$ cat src/rtl/seq_mon_pkg.sv
// -----------------------------------------------------------------------------
// seq_mon_pkg
// Shared definitions for the sequence event monitor:
//   - burst_state_t : burst tracker states
//   - DEF_*         : default parameter values for seq_event_monitor
//   - RUN_W         : width of the burst run counter (holds up to 15)
// -----------------------------------------------------------------------------
package seq_mon_pkg;

    typedef enum logic [1:0] {
        ST_IDLE = 2'd0,
        ST_RUN  = 2'd1,
        ST_LOCK = 2'd2
    } burst_state_t;

    localparam int DEF_CNT_W   = 8;
    localparam int DEF_GAP_W   = 8;
    localparam int DEF_BURST_N = 3;
    localparam int DEF_WIN     = 16;

    localparam int RUN_W = 4;

endpackage

$ cat src/rtl/seq_event_monitor_gap_timer.sv
// -----------------------------------------------------------------------------
// gap_timer
// Counts cycles since the most recent event.
// Ports:
//   clk   : clock, rising edge
//   clear : synchronous clear to 0 (reset or soft clear)
//   load  : event this cycle, timer restarts at 1
//   value : current timer value, saturates at all-ones
// -----------------------------------------------------------------------------
module gap_timer #(
    parameter int GAP_W = 8
) (
    input  logic             clk,
    input  logic             clear,
    input  logic             load,
    output logic [GAP_W-1:0] value
);

    // Loading 1 on the event cycle makes the value seen at the next event
    // equal to the distance between the two event edges.
    always_ff @(posedge clk) begin
        if (clear) begin
            value <= '0;
        end else if (load) begin
            value <= GAP_W'(1);
        end else if (value != '1) begin
            value <= value + GAP_W'(1);
        end
    end

endmodule

$ cat src/rtl/seq_event_monitor.sv
// -----------------------------------------------------------------------------
// seq_event_monitor
// Counts events from an upstream sequence detector, records the gap of each
// event through a valid/ack handshake, flags dropped records, and pulses when
// BURST_N events arrive each within WIN cycles of the previous one.
// Ports:
//   clk       : clock, rising edge
//   rst       : synchronous active-high reset
//   det_in    : one event per cycle sampled high
//   clr       : synchronous soft clear, same effect as rst, beats det_in
//   rd_ack    : consumer takes the current record
//   evt_count : saturating event count
//   rec_valid : record available
//   rec_gap   : gap of the recorded event (0 for first event after clear)
//   overflow  : sticky, a record was dropped
//   burst     : one-cycle burst detection pulse
// -----------------------------------------------------------------------------
module seq_event_monitor
    import seq_mon_pkg::*;
#(
    parameter int CNT_W   = DEF_CNT_W,
    parameter int GAP_W   = DEF_GAP_W,
    parameter int BURST_N = DEF_BURST_N,
    parameter int WIN     = DEF_WIN
) (
    input  logic             clk,
    input  logic             rst,
    input  logic             det_in,
    input  logic             clr,
    input  logic             rd_ack,
    output logic [CNT_W-1:0] evt_count,
    output logic             rec_valid,
    output logic [GAP_W-1:0] rec_gap,
    output logic             overflow,
    output logic             burst
);

    localparam logic [GAP_W-1:0] WIN_L   = GAP_W'(WIN);
    localparam logic [RUN_W-1:0] BURST_L = RUN_W'(BURST_N);

    logic             clear;
    logic [GAP_W-1:0] timer;
    logic [GAP_W-1:0] gap_now;
    logic             first_evt;
    logic             in_win;

    burst_state_t     state, state_next;
    logic [RUN_W-1:0] run, run_next;
    logic             burst_next;

    assign clear   = rst | clr;
    assign gap_now = first_evt ? '0 : timer;
    assign in_win  = (timer <= WIN_L);

    gap_timer #(
        .GAP_W (GAP_W)
    ) u_gap_timer (
        .clk   (clk),
        .clear (clear),
        .load  (det_in),
        .value (timer)
    );

    // Counter, first-event flag and record handshake. A pending record is
    // only replaced when the consumer acks in the same cycle; otherwise the
    // new event is dropped and overflow latches.
    always_ff @(posedge clk) begin
        if (clear) begin
            evt_count <= '0;
            first_evt <= 1'b1;
            rec_valid <= 1'b0;
            rec_gap   <= '0;
            overflow  <= 1'b0;
        end else if (det_in) begin
            if (evt_count != '1) begin
                evt_count <= evt_count + CNT_W'(1);
            end
            first_evt <= 1'b0;
            if (!rec_valid || rd_ack) begin
                rec_gap   <= gap_now;
                rec_valid <= 1'b1;
            end else begin
                overflow  <= 1'b1;
            end
        end else if (rd_ack) begin
            rec_valid <= 1'b0;
        end
    end

    // Burst tracker state register; burst is registered here so the pulse
    // appears the cycle after the completing event.
    always_ff @(posedge clk) begin
        if (clear) begin
            state <= ST_IDLE;
            run   <= '0;
            burst <= 1'b0;
        end else begin
            state <= state_next;
            run   <= run_next;
            burst <= burst_next;
        end
    end

    // Burst tracker next state. The timer value in an event cycle is the gap
    // to the previous event; in a quiet cycle it is the time elapsed so far.
    always_comb begin
        state_next = state;
        run_next   = run;
        burst_next = 1'b0;
        case (state)
            ST_IDLE: begin
                if (det_in) begin
                    state_next = ST_RUN;
                    run_next   = RUN_W'(1);
                end
            end
            ST_RUN: begin
                if (det_in) begin
                    if (in_win) begin
                        run_next = run + RUN_W'(1);
                        if (run + RUN_W'(1) == BURST_L) begin
                            burst_next = 1'b1;
                            state_next = ST_LOCK;
                        end
                    end else begin
                        run_next = RUN_W'(1);
                    end
                end else if (!in_win) begin
                    state_next = ST_IDLE;
                    run_next   = '0;
                end
            end
            ST_LOCK: begin
                if (det_in) begin
                    if (!in_win) begin
                        state_next = ST_RUN;
                        run_next   = RUN_W'(1);
                    end
                end else if (!in_win) begin
                    state_next = ST_IDLE;
                    run_next   = '0;
                end
            end
            default: begin
                state_next = ST_IDLE;
                run_next   = '0;
            end
        endcase
    end

endmodule

$ cat config.mk
export PLATFORM = sky130hd
export DESIGN_NAME = seq_event_monitor
export DESIGN_NICKNAME = d
export VERILOG_FILES = /design/src/rtl/seq_mon_pkg.sv /design/src/rtl/seq_event_monitor_gap_timer.sv /design/src/rtl/seq_event_monitor.sv
export SDC_FILE = /design/constraint.sdc
export NUM_CORES = 1
export LEC_CHECK = 0
export BUFFER_PORTS_ARGS = -buffer_cell sky130_fd_sc_hd__buf_2
export CAP_MARGIN = 40
export CORE_MARGIN = 5
export CORE_UTILIZATION = 56
export CTS_CLUSTER_DIAMETER = 30
export DETAILED_ROUTE_END_ITERATION = 6
export PLACE_DENSITY = 0.76
export SLEW_MARGIN = 20
export SYNTH_ARGS = -nofsm -noshare
export SYNTH_HDL_FRONTEND = slang
export SYNTH_SLANG_ARGS = --single-unit
$ cat constraint.sdc
create_clock -name clk -period 2.6 [get_ports clk]
set_input_delay 0.13 -clock clk [delete_from_list [all_inputs] [get_ports clk]]
set_output_delay 0.13 -clock clk [all_outputs]
set_load 0.05 [all_outputs]
==> results.cfg <==
[run_status]
status = finished clean

[critical_path]
startpoint_type = register
crit_path_end_kind = register
critPathRequiredTime_ns = 2.86
crit_chain = inv_1, ha_1, or3b_4, a2111oi_4, nand2_2, o31a_1, a211oi_2
crit_type = reg -> reg
crit_fanout = 10
cpPeakStageDelay_ns = 0.62
cp_slowest_cell = a2111oi_4
critPathArrivalTime_ns = 2.54

[route]
vias_per_cell = 5.843
drt.antenna.violating_nets = 0
wl_per_cell_microns = 13.97
vias = 1455
drc = 0
wirelength_microns = 3478
dr.first_iter.drc_count = 136
first_pass_iters = 5

[power_and_ir_drop]
internal_power_mw = 0.8706
power.leakage_nw = 0.7454
ir_drop_mv = 0.3767
combPwrFrac_pct = 5.2
power_density_nw_per_um2 = 590.5
p_seq_share_pct = 48.4
switchingPower_mw = 0.2309
power.share.switching_pct = 20.96
clkPwrFrac_pct = 46.3

[sta]
setup_violations = 0
period_share_pct = 87.77
slew_headroom_pct = 60.60
maxClockFrequency_mhz = 438.2
worst_pin_slew_ns = 0.5911
finalSetupTns_ns = 0
rsz0062_at_grt = false
fin_crit_ns = 2.282
slew_violations = 0
fin_worst_skew_ns = 0.01219
hold_viol = 0

[cells_and_area]
diodes = 0
fin_nets = 227
ff_latch_area_sq_um = 680.7
multi_input_area_sq_um = 897.1
fin_area_sq_um = 1866
fill_cells = 247
area_delta_synth_final_pct = 12.78
final_layout_size_suffix_gt1_share_pct = 18.35

[clock_network]
cts.clk_slew.worst_paths_ns = 0.11
cts_max_level = 2
cts-buffers-inserted = 5
root_buffer = clkbuf_4
insertion_delay_ns = 0.34
post_cts_resize_count = 0
cts_tree = done
cts_sinks = 34
ctsLongestPathBuffers = 2
hold_buffers = 0
postCtsSetupBuffers = 0

[logic_synthesis]
synth-main-ff-cell = dfxtp_1
synthesis.nets = 209
yosysSeqAreaShare_pct = 41.15
synth_seq_cells = 34
synth_largest_area_cell = dfxtp_1
async_flop_share_pct = 0
synth_cell_types = 41
synth_edf_count = 0
syn-instance-count = 199
yosys_warnings = 0
synth_area_sq_um = 1654
synthTopCellsByCount = dfxtp_1, nor2_1, a21oi_1, clkbuf_1, nand2_1
synth_top_area_share_pct = 41.15
synth.area.top_cells = dfxtp_1, nor2_1, a21oi_1, ha_1, nor3b_1
synth_area_per_cell_sq_um = 8.312

[place]
gp_congestion = 0.8794
placed_area_sq_um = 1754
hpwl_microns = 2481
portBuffers = 23

[hold_path]
hp-class = in -> reg

[global_routing]
grt_pass1_vias = 1343
antenna_found_initial = 0
grt_overflow = 0
gr-usage-all-layers_pct = 18.70
grt_max_degree = 26
grt_pass1_wl_microns = 6216

[job]
max-cap-violations = 0

[die]
fp.coreArea_sq_um = 2805
die_x_microns = 64.35
io_pins = 24
die_area_sq_um = 4141
start_util_pct = 58.97
fp.dieH_microns = 64.35
rows = 19
[final cells by class]
| cell class | instances | area share [%] |
|---|---|---|
| repair buffers | 23 | 6.170 |
| clock inverters | 2 | 3.219 |
| flip-flops and latches | 34 | 36.49 |
| clock buffers | 6 | 2.750 |
| well taps | 31 | 2.079 |
| inverters | 6 | 1.207 |
| multi-input cells | 147 | 48.09 |
[critical path, delay by kind of cell, from the launching register on]
family / cells / cell delay [ns]
and+or+nand+nor: 2 / 0.49
AOI/OAI and AO/OA: 3 / 1.07
buffers and inverters: 1 / 0.13
adders and majority gates: 1 / 0.15
DFF: 1 / 0.36
[power groups by stage]
stage	Sequential (mW)	Combinational [mW]	Clock [mW]
after global placement	0.545	0.0559	0
after floorplan	0.550	0.0410	0
final	0.534	0.0576	0.510
after CTS	0.534	0.0579	0.521
after global routing	0.535	0.0648	0.554
after detailed placement	0.545	0.0579	0
[layout by cell type (no fill, tap or decap), drive strengths merged, types with 2 or more instances in the layout]
master and instances:
mux2i 3, nor2b 5, xnor2 3, dfxtp 34
nand3 8, a211oi 3, a41oi 2, nand2 10
and3 6, and4b 2, bufinv 2, a21oi 20
nor3 8, nor3b 6, ha 5, inv 6
a22oi 2, o21ai 6, xor2 3, nand4 5
clkbuf 6, a31oi 2, nor2 34, buf 23
[through the flow]
step	cells	utilization, %	total power, mW	worst slack (ns)	hold WS [ns]
final	249	66.50	1.102	0.3181	0.05368
after detailed placement	241	62.53	0.6034	0.3586	0.4198
after floorplan	199	-	0.5906	0.5304	0.2922
after global routing	249	66.50	1.154	0.1647	0.08228
after CTS	249	66.50	1.112	0.3253	0.04293
after global placement	241	62.53	0.6008	0.4474	0.4172
[path summary, 6_finish.rpt]
kind | slack, ns | to | depth (start not counted) | startpoint
max reg2reg | 0.32 | run[3] | 7 | u_gap_timer.value[0]
max | 0.32 | run[3] | 7 | u_gap_timer.value[0]
min | 0.05 | state[1] | 4 | clr
min reg2reg | 0.48 | overflow | 2 | overflow
[cells by family after synthesis]
kind of cell	share of synthesized area, %
flip-flops	41.15
XOR/XNOR	3.178
AO/OA/AOI/OAI	17.40
buffers and inverters	4.614
AND/OR/NAND/NOR	28.06
multiplexers	1.816
adder cells (fa/ha/maj)	3.782
[state kept, by name, indices dropped and copies added (netlist names)]
signal,count
evt_count,8
rec_gap,8
u_gap_timer.value,8
run,4
state,2
burst,1
first_evt,1
overflow,1
rec_valid,1
[metal layers]
layer	vias to the layer above	routed length, microns	GRT usage, %
met2	38	1632	30.41
met3	4	168	5.429
li1	741	-	-
met4	0	36	5.541
met5	-	0	0
met1	672	1641	24.01
(Power assumes the default switching activity.)
